## src/rtl/serial_adder.sv

```systemverilog
// Bit-serial unsigned adder: one full-adder stage with a registered carry,
// consuming operands LSB first and delivering a WIDTH+1-bit sum after WIDTH cycles.
module serial_adder #(
    parameter int WIDTH = 8
) (
    input  logic             clk,
    input  logic             rst,
    input  logic             start,
    input  logic [WIDTH-1:0] a,
    input  logic [WIDTH-1:0] b,
    output logic             busy,
    output logic             done,
    output logic [WIDTH:0]   sum
);

    localparam int CW = $clog2(WIDTH + 1);

    typedef enum logic {
        IDLE = 1'b0,
        RUN  = 1'b1
    } state_t;

    state_t           state;
    state_t           state_next;
    logic [WIDTH-1:0] a_sr;
    logic [WIDTH-1:0] b_sr;
    logic [WIDTH-1:0] res_sr;
    logic [WIDTH-1:0] res_next;
    logic [CW-1:0]    cnt;
    logic             carry;
    logic             bit_sum;
    logic             carry_next;
    logic             last_bit;

    // One-bit add stage fed by the operand LSBs and the carry loop.
    assign bit_sum    = a_sr[0] ^ b_sr[0] ^ carry;
    assign carry_next = (a_sr[0] & b_sr[0]) | (carry & (a_sr[0] ^ b_sr[0]));
    assign last_bit   = (cnt == CW'(WIDTH - 1));

    // Each new bit enters at the MSB, so after WIDTH shifts bit i sits at position i.
    generate
        if (WIDTH == 1) begin : g_res_one
            assign res_next = bit_sum;
        end else begin : g_res_many
            assign res_next = {bit_sum, res_sr[WIDTH-1:1]};
        end
    endgenerate

    // NOTE: sequential state uses non-blocking assignments so every register
    // samples the pre-edge values; blocking here would chain updates within one edge.
    always_ff @(posedge clk) begin
        if (rst) state <= IDLE;
        else     state <= state_next;
    end

    // NOTE: next state defaults to the current state first, so no path leaves it
    // unassigned and no latch is inferred.
    always_comb begin
        state_next = state;
        case (state)
            IDLE: if (start)    state_next = RUN;
            RUN:  if (last_bit) state_next = IDLE;
        endcase
    end

    assign busy = (state == RUN);

    always_ff @(posedge clk) begin
        if (rst) begin
            a_sr   <= '0;
            b_sr   <= '0;
            res_sr <= '0;
            cnt    <= '0;
            carry  <= 1'b0;
            sum    <= '0;
            done   <= 1'b0;
        end else begin
            done <= 1'b0;
            case (state)
                IDLE: begin
                    if (start) begin
                        a_sr   <= a;
                        b_sr   <= b;
                        res_sr <= '0;
                        cnt    <= '0;
                        carry  <= 1'b0;
                        sum    <= '0;
                    end
                end
                RUN: begin
                    a_sr   <= a_sr >> 1;
                    b_sr   <= b_sr >> 1;
                    carry  <= carry_next;
                    res_sr <= res_next;
                    cnt    <= cnt + 1'b1;
                    // Final step publishes the accumulated bits and the carry-out together.
                    if (last_bit) begin
                        sum  <= {carry_next, res_next};
                        done <= 1'b1;
                    end
                end
            endcase
        end
    end

endmodule

```

## config.mk

```make
export PLATFORM = sky130hd
export DESIGN_NAME = serial_adder
export DESIGN_NICKNAME = d
export VERILOG_FILES = /design/src/rtl/serial_adder.sv
export SDC_FILE = /design/constraint.sdc
export NUM_CORES = 1
export LEC_CHECK = 0
export ABC_AREA = 1
export BUFFER_PORTS_ARGS = -buffer_cell sky130_fd_sc_hd__buf_2
export CORE_ASPECT_RATIO = 0.7
export CORE_MARGIN = 5
export CORE_UTILIZATION = 49
export CTS_BUF_LIST = sky130_fd_sc_hd__clkbuf_8 sky130_fd_sc_hd__clkbuf_16
export CTS_CLUSTER_DIAMETER = 60
export DETAILED_ROUTE_END_ITERATION = 10
export GPL_TIMING_DRIVEN = 0
export PLACE_DENSITY = 0.82
export RECOVER_POWER = 50
export SLEW_MARGIN = 20
export SYNTH_ARGS = -nofsm -noshare
export SYNTH_HDL_FRONTEND = slang
export SYNTH_SLANG_ARGS = --single-unit
```

## constraint.sdc

```tcl
create_clock -name clk -period 1.1 [get_ports clk]
set_input_delay 0.055 -clock clk [delete_from_list [all_inputs] [get_ports clk]]
set_output_delay 0.055 -clock clk [all_outputs]
set_load 0.02 [all_outputs]
```

Yosys cells after proc, flatten, opt, wreduce, memory -nomap -nowiden:

Cells that the tools add are included.

* input bits: 19
* logic and storage cells: 37
* output and inout port bits: 11
* bits in registers: 40

* bitwise operators: 6
* $add $sub $neg: 1
* reductions and logical operators: 2
* mux-type cells: 17
* equality and inequality tests: 3

Operators by type and width (count)
* 8-bit case mux with 2 select lines: 3
* 8-bit 2-to-1 mux: 3
* 9-bit 2-to-1 mux: 2
* 9-bit case mux with 2 select lines: 1
* 4-bit case mux with 2 select lines: 1
* 4-bit by 1-bit adder with 4-bit output (second input constant): 1
* 4-bit by 3-bit == test with 1-bit output (second input constant): 1
* 1-bit 2-to-1 mux: 4
* 4-bit 2-to-1 mux: 1
* 1-bit case mux with 2 select lines: 2
* 1-bit AND: 2
* 2-bit by 1-bit != test with 1-bit output (second input constant): 1
* 2-bit != test (second input constant): 1
* 2-bit AND reduction: 1
* 2-bit OR reduction: 1
* 1-bit bitwise XOR: 2
* 1-bit NOT: 1
* 1-bit bitwise OR: 1

Logic depth before layout (Yosys ltp):

* depth after elaboration: 5
* depth in mapped cells: 8
* gate-level depth less buffers: 7

Worst setup path before layout:

Ideal clock, no wire load.

* kind: register -> register
* start point: register state, in the netlist busy
* end point: register b_sr[6]
* data required time: 0.991 ns
* slack: -0.109 ns
* library setup time: 0.109 ns
* buffers on the path: 1
* data arrival time: 1.100 ns
* period minus slack after synthesis: 1.209 ns
* stages on the path, launching flop included: 9
* path through: dfxtp_1 > inv_2 > nand2_4 > inv_4 > buf_6 > nand2_2 > nand3_1 > nand2_1 > inv_1

* longest elaborated chain between the ends: 2
* elaborated cells between the ends (all ways): 3
* those cells by class: eq/ne: 1; mux: 1; bitwise: 1

RTL lines
* start: declaration: RTL line 23 `state_t state;`
* start signal: assignment: RTL line 53 `else state <= state_next;`
* 1-bit NOT (no source line)
* 8-bit case mux with 2 select lines / 2-bit != test (equally long branches)
* end signal: assignment: RTL line 92 `b_sr <= b_sr >> 1;`
* end: declaration: RTL line 26 `logic [WIDTH-1:0] b_sr;`

Parallel ways exist; a longest one is shown, timed or not.
A chain may end at the register's enable or synchronous reset.

Final worst setup path:

* start point: register a_sr[0]
* end point: register sum[7]

* longest elaborated chain between the ends: 4

RTL lines
* start: declaration: RTL line 25 `logic [WIDTH-1:0] a_sr;`
* start signal: assignment: RTL line 91 `a_sr <= a_sr >> 1;`
* 1-bit bitwise XOR (2 in series): RTL line 36 `assign bit_sum = a_sr[0] ^ b_sr[0] ^ carry;`
* 9-bit 2-to-1 mux: RTL line 97 `if (last_bit) begin`
* 9-bit case mux with 2 select lines: RTL line 79 `case (state)`
* end signal: assignment: RTL line 98 `sum <= {carry_next, res_next};`
* end: declaration: RTL line 13 `output logic [WIDTH:0] sum`

Every way passes these cells. The select of a mux whose other input is x is not followed.

==> impl_metrics.tcl <==
set metrics [dict create \
    via_count 1521 \
    muxShareOfSynthArea_pct 0 \
    async_reset_ff_share_pct 0 \
    synth_top_family_by_area "simple AND/OR/NAND/NOR gates" \
    final-seq-area_um2 792 \
    core_mm2 0.00321 \
    finalInstanceArea_mm2 0.00222 \
    nets 279 \
    post-route-drc-count 0 \
    design_power_total_uw 2920 \
    seq_power_share_pct 50.9 \
    ys_top_cells_by_count "nand2_1 (56), dfxtp_1 (39), nand3_1 (24)" \
    synth_xor_area_share_pct 0 \
    antenna_cells 0 \
    synth_simple_gate_area_share_pct 32.0 \
    maxCapViolations 0 \
    p_int_uw 2190 \
    routedWlPerCell_um 13.0 \
    power_frac_clock_pct 36.4 \
    synthFlopType "dfxtp_1" \
    drv_slew 0 \
    dp_cells 286 \
    ys_types 25 \
    required_ns 1.32 \
    grt_start_max_net_pins 13 \
    final_util_pct 69.1 \
    synthAdderAreaFrac_pct 1.94 \
    setup_ws_ns -0.0247 \
    swShare_pct 25.2 \
    min_path_type "input pin to flip-flop" \
    peakVddDrop_mv 0.932 \
    r2r_slack_ns -0.02 \
    fp-row-count 17 \
    synth_area_per_cell_um2 7.96 \
    crit_fanout 2 \
    synth-edff-count 0 \
    cts_tree "done" \
    ios 30 \
    area_growth_pct 32.1 \
    worstPathArrival_ns 1.35 \
    synth_top_area_share_pct 46.5 \
    drive_gt1_share_pct 35.1 \
    yosys_warnings 0 \
    clkTransAtPathRegs_ns 0.08 \
    min_period_ns 1.12 \
    hpwl_mm 2.41 \
    groute.usage.overall_pct 16.5 \
    pwr-share-comb_pct 12.7 \
    routed_wl_mm 3.99 \
    period_share_pct 102 \
    multi_input_area_um2 831 \
    clock_skew_ns 0.00447 \
    post-synth-top-count-cell "nand2_1" \
    syn_nets 232 \
    io_buffers 28 \
    status "finished, violations left" \
    worst_setup_path_end_kind "flip-flop" \
    worstSetupPathType "flip-flop to flip-flop" \
    powerDensity_mw_per_mm2 1320 \
    startpoint_type "flip-flop" \
    clk_path_buf_depth 2 \
    drt_iter0_markers 62 \
    synth-compound-area-share_pct 9.02 \
    initial_utilization_pct 52.3 \
    die-area_mm2 0.00472 \
    hold_buffers 0 \
    antenna_found_initial 0 \
    nFillCells 239 \
    insertion_delay_ns 0.29 \
    fp.dieW_um 80.0 \
    firstDrtPassIters 4 \
    hold_viol_final 0 \
    fin_setup_tns_ns -0.0446 \
    leakagePower_uw 0.00105 \
    viasPerCell 4.97 \
    netSwitchingPower_uw 737 \
    yosysSeqAreaShare_pct 46.5 \
    synthCells 211 \
    clock_sink_count 39 \
    synth_area_leader_cell "dfxtp_1" \
    synth_area_mm2 0.00168 \
    numCtsBuffers 5 \
    place_congestion 0.779 \
    grt.overflow.total 0 \
    instances_no_fill 306 \
    dpl-instance-area_mm2 0.00188 \
    die_y_um 59.0 \
    ant_nets 0 \
    setup_violations 2 \
    grt_pass1_vias 1394 \
    grt_setup_unrepaired "true" \
    grt_pass1_wl_mm 5.97 \
    htreeDepth 2 \
    tightest_slew_ns 0.259 \
    cts-root-buf "clkbuf_8" \
    violations "negative setup slack" \
    slew_headroom_pct 82.7 \
    max_freq_mhz 889 \
    synth.area.top_cells "dfxtp_1 (46%), nand2_1 (13%), nand3_1 (7.2%)" \
    synth-seq-cells 39 \
]
==> cells in the final DEF (no fill, tap or decap), drive strengths merged, types with 7 or more instances in the layout <==
master	netlist	final
a21oi	7	7
nor2	7	7
o21ai	15	15
nand3	25	25
nand4	10	11
clkbuf	0	19
inv	26	27
buf	10	36
nand2	66	66
dfxtp	39	39
==> worst max-delay path: stages (launching register included) <==
cell and delay [ns]:
dfxtp_2 0.33, fa_1 0.56, inv_2 0.06, o21ai_2 0.12
==> cells by family after synthesis <==
group	count (synthesis)
AOI/OAI and AO/OA	24
DFF	39
buffers and inverters	37
adders and majority gates	2
and+or+nand+nor	109
==> per-layer routing <==
metal / vias to the layer above / GRT usage (%) / part of all wire, %
met5: - / 0 / 0
met4: 0 / 7.23 / 1.5
met3: 8 / 5.32 / 4.7
met2: 41 / 27.2 / 49
met1: 700 / 19.8 / 45
li1: 772 / - / -
==> power by group through the flow <==
stage               clock, uW  sequential (uW)  combinational, uW
CTS                      1070             1490                283
global route             1140             1490                408
finish                   1060             1490                371
detailed placement          0             1520                269
global placement            0             1520                265
floorplan                   0             1510                187
==> final cells by class <==
cell class                 instances  share of cell area (%)
timing repair buffer              38                    9.93
inverter                          27                    5.02
tap                               47                    2.65
clock inverter                     1                   0.338
multi-input combinational        136                    37.5
sequential                        39                    35.7
clock buffer                       7                    4.34
timing repair inverter             1                   0.282
buffer                            10                    4.29
==> sequential cells by signal, indices dropped and copies added (netlist names) <==
| signal | cells |
|---|---|
| res_sr | 7 |
| busy | 1 |
| b_sr | 8 |
| done | 1 |
| a_sr | 8 |
| carry | 1 |
| cnt | 4 |
| sum | 9 |
==> stage by stage <==
stage	setup slack, ns	hold WS (ns)
after CTS	-0.00118	0.0212
after detailed placement	-0.118	0.317
after floorplan	0.00432	0.198
final	-0.0247	0.0324
after global placement	-0.0893	0.312
after global routing	-0.0566	0.0380
==> final timing paths <==
path	from	endpoint	depth (start not counted)
hold reg to reg	res_sr[3]$_SDFFE_PP0P_	res_sr[3]$_SDFFE_PP0P_	2
hold / removal	b[7]	b_sr[7]$_SDFFE_PP0P_	3
setup / recovery	a_sr[0]$_SDFFE_PP0P_	sum[7]$_SDFFE_PP0P_	3
setup reg to reg	a_sr[0]$_SDFFE_PP0P_	sum[7]$_SDFFE_PP0P_	3
==> what timing repair did <==
action | in CTS | in global routing
gates cloned | 0 | 3
buffers inserted | 3 | 6
pin swaps | 5 | 5
endpoints found under the setup margin | 20 | 27
resized for setup | 8 | 25
Power figures use the tool's default switching activity.
